**src/rtl/chain_latency_meter.sv**
```systemverilog
// chain_latency_meter: launches one edge into an external delay chain on each
// start request and counts clock edges until that edge appears at the chain
// output. Keeps running min/max/count statistics and a sticky timeout flag.
// Optional build macro: CHAIN_LAT_SYNC_EN puts a 2-flop synchroniser on
// chain_dout; every reported latency then grows by 2.
module chain_latency_meter #(
    parameter int unsigned CNT_W   = 16,
    parameter int unsigned TIMEOUT = 1023
) (
    input  logic             clk,
    input  logic             rst,
    input  logic             start,
    input  logic             clear,
    output logic             chain_din,
    input  logic             chain_dout,
    output logic             busy,
    output logic             done,
    output logic             timeout,
    output logic [CNT_W-1:0] latency,
    output logic [CNT_W-1:0] lat_min,
    output logic [CNT_W-1:0] lat_max,
    output logic [7:0]       n_meas,
    output logic             timeout_seen
);

    typedef enum logic {IDLE, WAIT} state_t;

    localparam logic [CNT_W-1:0] TIMEOUT_C = CNT_W'(TIMEOUT);

    state_t           state, state_nx;
    logic [CNT_W-1:0] cnt, cnt_nx, cnt_inc;
    logic             expected, expected_nx;
    logic             din_nx, busy_nx, done_nx, timeout_nx, tseen_nx;
    logic [CNT_W-1:0] latency_nx, min_nx, max_nx;
    logic [7:0]       n_nx;
    logic             dout_s;

`ifdef CHAIN_LAT_SYNC_EN
    logic sync1, sync2;

    // Two-flop synchroniser so the chain may be asynchronous to clk
    always_ff @(posedge clk or posedge rst) begin
        if (rst) begin
            sync1 <= 1'b0;
            sync2 <= 1'b0;
        end else begin
            sync1 <= chain_dout;
            sync2 <= sync1;
        end
    end

    assign dout_s = sync2;
`else
    assign dout_s = chain_dout;
`endif

    assign cnt_inc = cnt + 1'b1;

    // State and all registered outputs
    always_ff @(posedge clk or posedge rst) begin
        if (rst) begin
            state        <= IDLE;
            cnt          <= '0;
            expected     <= 1'b0;
            chain_din    <= 1'b0;
            busy         <= 1'b0;
            done         <= 1'b0;
            timeout      <= 1'b0;
            latency      <= '0;
            lat_min      <= '1;
            lat_max      <= '0;
            n_meas       <= '0;
            timeout_seen <= 1'b0;
        end else begin
            state        <= state_nx;
            cnt          <= cnt_nx;
            expected     <= expected_nx;
            chain_din    <= din_nx;
            busy         <= busy_nx;
            done         <= done_nx;
            timeout      <= timeout_nx;
            latency      <= latency_nx;
            lat_min      <= min_nx;
            lat_max      <= max_nx;
            n_meas       <= n_nx;
            timeout_seen <= tseen_nx;
        end
    end

    // Next-state, measurement and statistics logic; arrival beats timeout,
    // clear beats a same-cycle statistics update
    always_comb begin
        state_nx    = state;
        cnt_nx      = cnt;
        expected_nx = expected;
        din_nx      = chain_din;
        busy_nx     = busy;
        done_nx     = 1'b0;
        timeout_nx  = 1'b0;
        latency_nx  = latency;
        min_nx      = lat_min;
        max_nx      = lat_max;
        n_nx        = n_meas;
        tseen_nx    = timeout_seen;

        case (state)
            IDLE: begin
                if (start) begin
                    din_nx      = ~chain_din;
                    expected_nx = ~chain_din;
                    cnt_nx      = '0;
                    busy_nx     = 1'b1;
                    state_nx    = WAIT;
                end
            end
            WAIT: begin
                if (dout_s == expected) begin
                    latency_nx = cnt_inc;
                    done_nx    = 1'b1;
                    busy_nx    = 1'b0;
                    state_nx   = IDLE;
                    if (cnt_inc < lat_min) min_nx = cnt_inc;
                    if (cnt_inc > lat_max) max_nx = cnt_inc;
                    if (n_meas != 8'hFF)   n_nx   = n_meas + 8'd1;
                end else if (cnt_inc == TIMEOUT_C) begin
                    timeout_nx = 1'b1;
                    tseen_nx   = 1'b1;
                    busy_nx    = 1'b0;
                    state_nx   = IDLE;
                end else begin
                    cnt_nx = cnt_inc;
                end
            end
            default: state_nx = IDLE;
        endcase

        if (clear) begin
            min_nx   = '1;
            max_nx   = '0;
            n_nx     = '0;
            tseen_nx = 1'b0;
        end
    end

endmodule

```
**config.mk**
```make
export PLATFORM = sky130hd
export DESIGN_NAME = chain_latency_meter
export DESIGN_NICKNAME = d
export VERILOG_FILES = /design/src/rtl/chain_latency_meter.sv
export SDC_FILE = /design/constraint.sdc
export NUM_CORES = 1
export LEC_CHECK = 0
export CORE_ASPECT_RATIO = 0.75
export CORE_MARGIN = 2
export CORE_UTILIZATION = 45
export DETAILED_ROUTE_END_ITERATION = 7
export PLACE_DENSITY = 0.69
export SLEW_MARGIN = 10
export SYNTH_ARGS = -nofsm -noshare
export SYNTH_HDL_FRONTEND = slang
export SYNTH_SLANG_ARGS = --single-unit
```
**constraint.sdc**
```tcl
create_clock -name clk -period 4.58 [get_ports clk]
set_input_delay 1.374 -clock clk [delete_from_list [all_inputs] [get_ports clk]]
set_output_delay 1.374 -clock clk [all_outputs]
set_load 0.05 [all_outputs]
```
==> metrics.md, run 1 <==
| Metric | Value |
|---|---|
| Status | complete, no violations |
| Top-area cell type share of the netlist area | 34.7% |
| # IOs | 66 |
| Num CTS Buffers | 9 |
| DR WL/cell | 16.7 um |
| Cells after Synth | 460 |
| Sink Count | 78 |
| Synth area leader | dfrtp_1 |
| P per Cell Area | 602 nW/um2 |
| Avg Inst Size Synth | 9.73 um2 |
| Pleak | 2.67 nW |
| Commonest non-fill, non-tap cell in the layout | clkdlybuf4s50_1 |
| Fmax | 261 MHz |
| CTS clk-pin slew, worst paths | 60 ps |
| Crit path top cell by count | ha_1 |
| Post-CTS Setup Bufs | 0 |
| HP Class | flip-flop to flip-flop |
| Crit path kind | flip-flop to flip-flop |
| Fin crit share | 83.8% |
| Async set-or-reset flop fraction in the synthesized netlist | 100% |
| Synth unique cells | 52 |
| Die Wd | 119 um |
| CP Max Fanout | 17 |
| Synth top area cells | dfrtp_1, ha_1, dfstp_2, inv_1, nand2_1 |
| Fillers | 809 |
| CTS max path bufs | 2 |
| Global-route wire length before repair | 18,200 um |
| Largest net degree at the start of global routing | 45 |
| Sequential Area | 1970 um2 |
| GRT Total Usage | 21.7% |
| GRT Residual Overflow | 0 |
| Pins Over Slew Limit | 0 |
| WP buf/inv | 2 |
| CP Capture Type | flip-flop |
| Final nets | 563 |
| # rows | 31 |
| Final Skew | 10.5 ps |
| Detailed-placement wirelength estimate | 8150 um |
| VDD IR max | 292 uV |
| Worst slew margin | 49.4% |
| CP max stage delay | 580 ps |
| CP Cell Sequence | ha_1 > nand3_4 > nor4_4 > xnor2_2 > clkinv_2 > ha_1 > nand4_1 > or2_2 > nor2_1 > a21oi_1 > buf_4 > and2_1 > a211oi_1 |
| Net count after synthesis | 499 |
| Starting Density | 46.4% |
| Post-cts resize count | 0 |
| Slew @ Worst Pin | 758 ps |
| EDFF count, synth | 0 |
| Antenna viol nets, final | 0 |
| Highest-count cells in the layout ignoring fill and taps | clkdlybuf4s50_1, dfrtp_1, inv_1 |
| Top layer in use | met4 |
| IO buf count | 65 |
| Antenna diodes | 0 |
| Final Setup Violations | 0 |
| Chip height | 90.4 um |
| Ys flop type | dfrtp_1 |
| Met3 wire len | 627 um |
| DR pass1 iterations | 5 |
| RSZ-0062 raised after global routing | no |
| Area grow syn2layout | 23.7% |
| Drt total wl | 11,000 um |
| Register bit count reported by yosys | 78 |
| Later-pin clock latency in the skew report | 350 ps |
| Vias in the first global route | 3,477 |
| DRT iter0 DRCs | 263 |
| Ys Warns | 0 |
| Arr. time, crit path | 4070 ps |
| Max cap viols | 0 |
| Min Tclk post-route | 3840 ps |
| Final hold violation count | 0 |
| Met2 WL | 4880 um |
| CP delay by family, top | simple AND/OR/NAND/NOR gates |
| Core area | 9660 um2 |
| CTS root buf | clkbuf_16 |
| Final hold slack | 481 ps |
| Critical Path Start Type | flip-flop |
| Routed metal-1 wirelength | 5400 um |
| # H-tree levels | 3 |
| DRC viols | 0 |
| Critical-path top delay cell | dfrtp_1 |
| RD Place Congestion | 0.910 |
| Via count | 3,569 |
| Seq/Total Area, Yosys | 44.0% |
| Hold buffers post-CTS | 0 |
| Initial antenna violation count | 0 |
| Total die area | 10,800 um2 |
| CTS tree | built |
| Via density | 5.40 |
| Multi-input gate area | 2170 um2 |
| Synth Cell Area | 4480 um2 |
| Setup TNS | 0 ps |
| Worst EP required | 4810 ps |
| Layout cell share with drive strength beyond 1 | 11.3% |
[cells in the mapped netlist (2+ instances only)]
| cell | n |
|---|---|
| dfrtp_1 | 62 |
| inv_1 | 49 |
| nand2_1 | 39 |
| ha_1 | 34 |
| a21oi_1 | 28 |
| nor3_1 | 23 |
| o21ai_0 | 21 |
| a211oi_1 | 18 |
| a31oi_1 | 16 |
| dfstp_2 | 16 |
| nor2_1 | 16 |
| nand3_1 | 14 |
| xnor2_1 | 13 |
| a21o_1 | 12 |
| clkbuf_1 | 11 |
| mux2i_1 | 11 |
| buf_2 | 10 |
| nand4_1 | 9 |
| xor2_1 | 9 |
| and2_1 | 4 |
| nand4_4 | 3 |
| o211ai_1 | 3 |
| o21a_1 | 3 |
| or3_1 | 3 |
| a32o_1 | 2 |
| and4_1 | 2 |
| buf_6 | 2 |
| nand2b_1 | 2 |
| nor2b_1 | 2 |
[cell type report]
cell class                 count  area share (%)
sequential                    78            35.6
clock inverter                 5           0.452
inverter                      51            3.48
clock buffer                  11            4.38
tap                          132            2.98
timing repair buffer          79            13.9
multi-input combinational    305            39.2
[logic make-up (layout without fill, tap and decap cells)]
kind of cell    count (synthesis)  after routing  synth area share, %
mux                            11             11                 2.46
xor+xnor                       23             23                 4.67
simple gates                  126            126                 15.6
compound gates                111            111                 16.3
buf+inv                        77            146                 7.43
flops                          78             78                 44.0
fa+ha+maj                      34             34                 9.50
[worst min-delay path: stages, from the launching register on]
cell	delay (ps)
dfrtp_1	340
nand2_1	40
o21ai_0	60
[layer usage]
layer	up-vias	GRT usage [%]
met5	-	0
met4	0	7.54
met3	9	4.86
met2	88	32.3
met1	1732	31.3
li1	1740	-
[power by group]
group	leakage (nW)	switching [W]	internal, W
clock network	0.139	0.000270	0.000376
registers	1.02	0.000144	0.000881
logic	1.51	0.00111	0.000557
[registers in the layout, summed over array words and instances, names as in the netlist]
| register | cells |
|---|---|
| timeout | 1 |
| timeout_seen | 1 |
| n_meas | 8 |
| lat_min | 16 |
| expected | 1 |
| done | 1 |
| lat_max | 16 |
| busy | 1 |
| cnt | 16 |
| state | 1 |
| latency | 16 |
[stage by stage]
step                total power (W)  util (%)  setup WS, ps  instances  cell area [um2]
floorplan                   0.00222         -          1240        460             4480
global placement            0.00266      54.6           870        645             5270
detailed placement          0.00269      54.6           782        645             5270
CTS                         0.00335      57.3           767        661             5540
global route                0.00354      57.3           436        661             5540
finish                      0.00333      57.3           741        661             5540
[worst paths after layout]
| kind | from | to | slack (ps) | depth (start not counted) |
|---|---|---|---|---|
| min in group asynchronous | rst | lat_max[9]$_DFFE_PP0P_ | 1500 | 2 |
| worst min register to register | latency[4]$_DFFE_PP0P_ | latency[4]$_DFFE_PP0P_ | 480 | 2 |
| max in group asynchronous | rst | lat_min[13]$_DFFE_PP1P_ | 2340 | 3 |
| worst max-delay path | cnt[0]$_DFFE_PP0P_ | lat_max[13]$_DFFE_PP0P_ | 740 | 13 |
| worst max register to register | cnt[0]$_DFFE_PP0P_ | lat_max[13]$_DFFE_PP0P_ | 740 | 13 |
| worst min-delay path | latency[4]$_DFFE_PP0P_ | latency[4]$_DFFE_PP0P_ | 480 | 2 |
Power figures use the tool's default switching activity.
==> run 2, diff against run 1 <==
Settings changed: PLACE_DENSITY 0.69 to 0.72.
Clock period 4.58 ns to 3.1 ns, I/O delays scaled along.
==> run 2 against run 1 <==
Net effect: global-route usage up 1.4 points; sequential share of layout area down 3.5 points; power up 63%; largest cell class unchanged; via count up 7.3%; non-clock buffer count up 45; first-iteration DRC count up 18%; cell count up 6.8%; clock-buffer cell count up 3; highest routed layer unchanged; clock power up 72%; die area unchanged.
==> metrics.md, run 2 (synthesis gave the netlist of run 1 again) <==
| Metric | Value |
|---|---|
| Status | complete, no violations |
| Final hold slack | 484 ps |
| CTS root buf | clkbuf_16 |
| Detailed-placement wirelength estimate | 8810 um |
| # rows | 31 |
| Initial antenna violation count | 0 |
| Num CTS Buffers | 9 |
| Fillers | 765 |
| Final Skew | 8.24 ps |
| # IOs | 66 |
| GRT Total Usage | 23.2% |
| Pre-CTS WS | -81.1 ps |
| Via density | 5.42 |
| Final nets | 608 |
| Antenna diodes | 0 |
| Pleak | 2.99 nW |
| Chip height | 90.4 um |
| VDD IR max | 406 uV |
| Critical-path top delay cell | or3_4 |
| CP Capture Type | flip-flop |
| Largest net degree at the start of global routing | 79 |
| Worst slew margin | 52.9% |
| Final Setup Violations | 0 |
| Area after DPL | 5580 um2 |
| Drt total wl | 12,200 um |
| P per Cell Area | 883 nW/um2 |
| Reg2Reg Setup Slack | 30 ps |
| Hold Path End | latency[13]$_DFFE_PP0P_ |
| CP max stage delay | 430 ps |
| Fin crit share | 99.1% |
| Arr. time, crit path | 3330 ps |
| CTS tree | built |
| Sink Count | 78 |
| Critical Path Start Type | flip-flop |
| RSZ-0062 raised after global routing | yes |
| Worst r2r src | cnt[2]$_DFFE_PP0P_ |
| Crit path kind | flip-flop to flip-flop |
| CTS clk-pin slew, worst paths | 60 ps |
| Worst R2R End | lat_min[9]$_DFFE_PP1P_ |
| CP Cell Sequence | nand4_4 > or3_4 > xor2_4 > inv_2 > ha_4 > a21o_1 > a21o_1 > a21oi_2 > o211ai_1 > a2111oi_4 > buf_4 > buf_6 > nor3_1 > a31oi_1 |
| CTS max path bufs | 2 |
| Final worst slack | 29.4 ps |
| Later-pin clock latency in the skew report | 340 ps |
| Core area | 9660 um2 |
| Pins Over Slew Limit | 0 |
| Highest-count cells in the layout ignoring fill and taps | clkdlybuf4s50_1, dfrtp_1, inv_1 |
| Cell Count, Final, Fillers Out | 706 |
| Starting Density | 46.4% |
| GRT Residual Overflow | 0 |
| Worst r2r path cells | 14 |
| Max cap viols | 0 |
| Fmax | 326 MHz |
| Min-delay src | latency[13]$_DFFE_PP0P_ |
| Worst EP required | 3360 ps |
| Antenna viol nets, final | 0 |
| DR WL/cell | 17.3 um |
| HP Class | flip-flop to flip-flop |
| Vias in the first global route | 3,697 |
| Slew @ Worst Pin | 704 ps |
| Die Wd | 119 um |
| IO buf count | 65 |
| Cell count after placement | 678 |
| Hold buffers post-CTS | 0 |
| Commonest non-fill, non-tap cell in the layout | clkdlybuf4s50_1 |
| DRC viols | 0 |
| Min Tclk post-route | 3070 ps |
| RD Place Congestion | 0.865 |
| Via count | 3,830 |
| Area grow syn2layout | 37.4% |
| Hold Path Stages | 2 |
| DRT iter0 DRCs | 310 |
| DR pass1 iterations | 4 |
| Final hold violation count | 0 |
| Crit path top cell by count | a21o_1 |
| Global-route wire length before repair | 19,300 um |
| Total die area | 10,800 um2 |
| # H-tree levels | 3 |
| CP Max Fanout | 8 |
| Design area | 6150 um2 |
| Layout cell share with drive strength beyond 1 | 23.0% |
[run 2: cell count changes in the layout (fill, tap and decap cells not counted), moves of 4 or more]
cell and change:
buf_6 +9, dfrtp_1 -4, buf_4 +33, dfrtp_2 +4, a211oi_1 -4, a211oi_2 +4
clkinv_2 -5
[run 2: worst max path at each step]
| stage | from | to | cells after the start |
|---|---|---|---|
| detailed placement | cnt[0]$_DFFE_PP0P_ | lat_max[0]$_DFFE_PP0P_ | 14 |
| global placement | cnt[0]$_DFFE_PP0P_ | lat_min[1]$_DFFE_PP1P_ | 15 |
| finish | cnt[2]$_DFFE_PP0P_ | lat_min[9]$_DFFE_PP1P_ | 14 |
| CTS | cnt[6]$_DFFE_PP0P_ | lat_min[11]$_DFFE_PP1P_ | 13 |
| floorplan | cnt[0]$_DFFE_PP0P_ | lat_max[0]$_DFFE_PP0P_ | 15 |
| global route | cnt[3]$_DFFE_PP0P_ | lat_min[11]$_DFFE_PP1P_ | 16 |
[run 2: repair_timing]
action | in CTS | in global routing
gates resized for setup | 11 | 24
pin swaps | 0 | 8
setup buffers | 0 | 10
endpoints found under the setup margin | 32 | 32
cloned | 0 | 2
[run 2: report_power, final]
group | switching [W] | internal, W | total [W] | leakage [nW]
Combinational | 0.00178 | 0.00103 | 0.00281 | 1.83
Clock | 0.000399 | 0.000711 | 0.00111 | 0.155
Sequential | 0.000207 | 0.00131 | 0.00151 | 1.01
Total | 0.00238 | 0.00305 | 0.00543 | 2.99
[run 2: area by class of cell]
type / instances / area (um2) / share of cell area (%)
clock buffers: 14 / 284 / 4.62
clock inverters: 2 / 37.5 / 0.610
inverters: 51 / 193 / 3.13
multi-input cells: 305 / 2350 / 38.1
flip-flops and latches: 78 / 1980 / 32.1
well taps: 132 / 165 / 2.69
repair buffers: 124 / 1150 / 18.7
[run 2: worst max-delay path, delay by kind of cell (launching register included)]
family,cells,cell delay (ps)
AO/OA/AOI/OAI,6,1200
adder cells (fa/ha/maj),1,200
XOR/XNOR,1,170
flip-flops,1,410
buffers and inverters,3,420
AND/OR/NAND/NOR,3,610
[run 2: per-stage QoR]
stage	setup TNS, ps	total power, W	utilization, %
floorplan	0	0.00333	-
global placement	0	0.00407	57.8
detailed placement	-1780	0.00415	57.8
CTS	0	0.00530	61.4
global route	-2800	0.00572	63.7
finish	0	0.00543	63.7
[run 2: routing by layer]
layer	global-route usage, %	routed length [um]
met3	4.86	720
met4	7.24	223
met5	0	0
met2	35.1	5650
met1	33.3	5630
==> run 3, diff against run 2 <==
Settings changed: PLACE_DENSITY 0.72 to 0.69.
Clock period 3.1 ns to 3.4 ns, I/O delays scaled along.
==> run 3 against run 2 <==
Net effect: flip-flop and latch count is the same; register-to-register slack gained 110 ps; via count shrank 1.5%; sequential share of layout area grew 1.8 points; power shrank 13%; critical path depth shrank 1; core utilization shrank 3.3 points; design area shrank 5.2%; largest power group unchanged; clock skew grew 1.5 ps; critical endpoint is now lat_min[8]$_DFFE_PP1P_.
==> metrics.md, run 3 (synthesis gave the netlist of run 1 again) <==
| Metric | Value |
|---|---|
| CTS max path bufs | 2 |
| Detailed-placement wirelength estimate | 8600 um |
| Fillers | 781 |
| Crit path kind | flip-flop to flip-flop |
| Pins Over Slew Limit | 0 |
| Later-pin clock latency in the skew report | 330 ps |
| Sequential Area | 1980 um2 |
| Starting Density | 46.4% |
| Initial antenna violation count | 0 |
| Status | complete, no violations |
| GRT Total Usage | 22.4% |
| Die Wd | 119 um |
| GRT Residual Overflow | 0 |
| Worst slew margin | 54.3% |
| Fin crit share | 95.9% |
| Min Tclk post-route | 3260 ps |
| CP Max Fanout | 8 |
| CTS clk-pin slew, worst paths | 60 ps |
| CP Capture Type | flip-flop |
| Final Skew | 9.76 ps |
| DR pass1 iterations | 5 |
| Part of the power in registers | 28.6% |
| Via count | 3,771 |
| Layout cell share with drive strength beyond 1 | 17.4% |
| Num CTS Buffers | 9 |
| DR WL/cell | 16.9 um |
| Arr. time, crit path | 3510 ps |
| DRC viols | 0 |
| Critical Path Start Type | flip-flop |
| Worst EP required | 3650 ps |
| Final Setup Violations | 0 |
| Cell count after placement | 666 |
| Fmax | 307 MHz |
| Multi-input gate area | 2210 um2 |
| Antenna diodes | 0 |
| HP Class | flip-flop to flip-flop |
| Sw Share | 43.9% |
| CTS tree | built |
| Int Pwr | 0.00267 W |
| Highest-count cells in the layout ignoring fill and taps | clkdlybuf4s50_1, dfrtp_1, inv_1 |
| Total die area | 10,800 um2 |
| Cell Count, Final, Fillers Out | 688 |
| Pre-CTS WS | -103 ps |
| Switching pwr | 0.00209 W |
| Pleak | 2.81 nW |
| Largest net degree at the start of global routing | 41 |
| Final Util | 60.3% |
| Max cap viols | 0 |
| Final worst slack | 141 ps |
| Vias in the first global route | 3,648 |
| # H-tree levels | 3 |
| Chip height | 90.4 um |
| Drt total wl | 11,600 um |
| Core area | 9660 um2 |
| Clk pwr share | 20.8% |
| VDD IR max | 474 uV |
| Final nets | 590 |
| Sink Count | 78 |
| Gate power share | 50.6% |
| IO buf count | 65 |
| Final hold violation count | 0 |
| CTS root buf | clkbuf_16 |
| # rows | 31 |
| P per Cell Area | 815 nW/um2 |
| RD Place Congestion | 0.937 |
| Area grow syn2layout | 30.2% |
| DRT iter0 DRCs | 322 |
| Antenna viol nets, final | 0 |
| Slew @ Worst Pin | 683 ps |
| Setup TNS | 0 ps |
| # IOs | 66 |
| Global-route wire length before repair | 19,000 um |
| Via density | 5.48 |
| Commonest non-fill, non-tap cell in the layout | clkdlybuf4s50_1 |
## run 3: changes by cell type in the layout (fill, tap and decap cells not counted), sizes merged
cell / before / now
clkbuf: 14 / 13
clkinv: 2 / 3
buf: 59 / 41
## run 3: critical path, stage by stage, from the launching register on
cell	delay (ps)
dfrtp_2	420
nand4_4	170
or3_4	420
xor2_2	200
inv_1	100
ha_1	300
a21o_1	180
a21o_1	180
a21oi_2	160
a21oi_1	110
a2111oi_4	450
buf_4	250
nor3_1	50
a31oi_1	180
## run 3: path summary, 6_finish.rpt
path                       depth (start not counted)                    start                 endpoint  slack, ps
max                                               13       cnt[1]$_DFFE_PP0P_   lat_min[8]$_DFFE_PP1P_        140
min                                                2  latency[12]$_DFFE_PP0P_  latency[12]$_DFFE_PP0P_        480
max reg2reg                                       13       cnt[1]$_DFFE_PP0P_   lat_min[8]$_DFFE_PP1P_        140
min reg2reg                                        2  latency[12]$_DFFE_PP0P_  latency[12]$_DFFE_PP0P_        480
max in group asynchronous                          3                      rst   lat_min[6]$_DFFE_PP1P_       1770
min in group asynchronous                          2                      rst  lat_max[10]$_DFFE_PP0P_        990
## run 3: timing repair
action / 4_1_cts / 5_1_grt
pin swaps: 0 / 4
hold buffers: 0 / 0
cloned: 1 / 1
buffers inserted: 0 / 4
endpoints found under the setup margin: 16 / 32
resized for setup: 3 / 11
endpoints found under the hold margin: 0 / 0
## run 3: per-layer routing
layer  vias up  share of wire [%]  global-route usage, %
li1       1794                  -                      -
met1      1817                 47                   33.0
met2       145                 45                   32.8
met3        15                6.6                   4.86
met4         0                1.5                   7.04
met5         -                  0                      0
## run 3: power groups by stage
| stage | sequential (W) | clock [W] | combinational (W) |
|---|---|---|---|
| finish | 0.00136 | 0.000987 | 0.00241 |
| global route | 0.00139 | 0.00104 | 0.00259 |
| CTS | 0.00136 | 0.00101 | 0.00238 |
| detailed placement | 0.00138 | 0 | 0.00235 |
| global placement | 0.00137 | 0 | 0.00230 |
| floorplan | 0.00196 | 0 | 0.00103 |
## run 3: through the flow
step	cell area, um2	power (W)	hold slack [ps]
after floorplan	4480	0.00299	494
after global placement	5430	0.00367	467
after detailed placement	5430	0.00372	470
after CTS	5750	0.00475	483
after global routing	5830	0.00503	519
final	5830	0.00475	479
## run 3: area by class of cell
type                            instances  area share [%]
Multi-Input combinational cell        305            37.9
Tap cell                              132            2.83
Clock inverter                          3           0.730
Sequential cell                        78            33.9
Timing Repair Buffer                  106            16.7
Clock buffer                           13            4.64
Inverter                               51            3.31
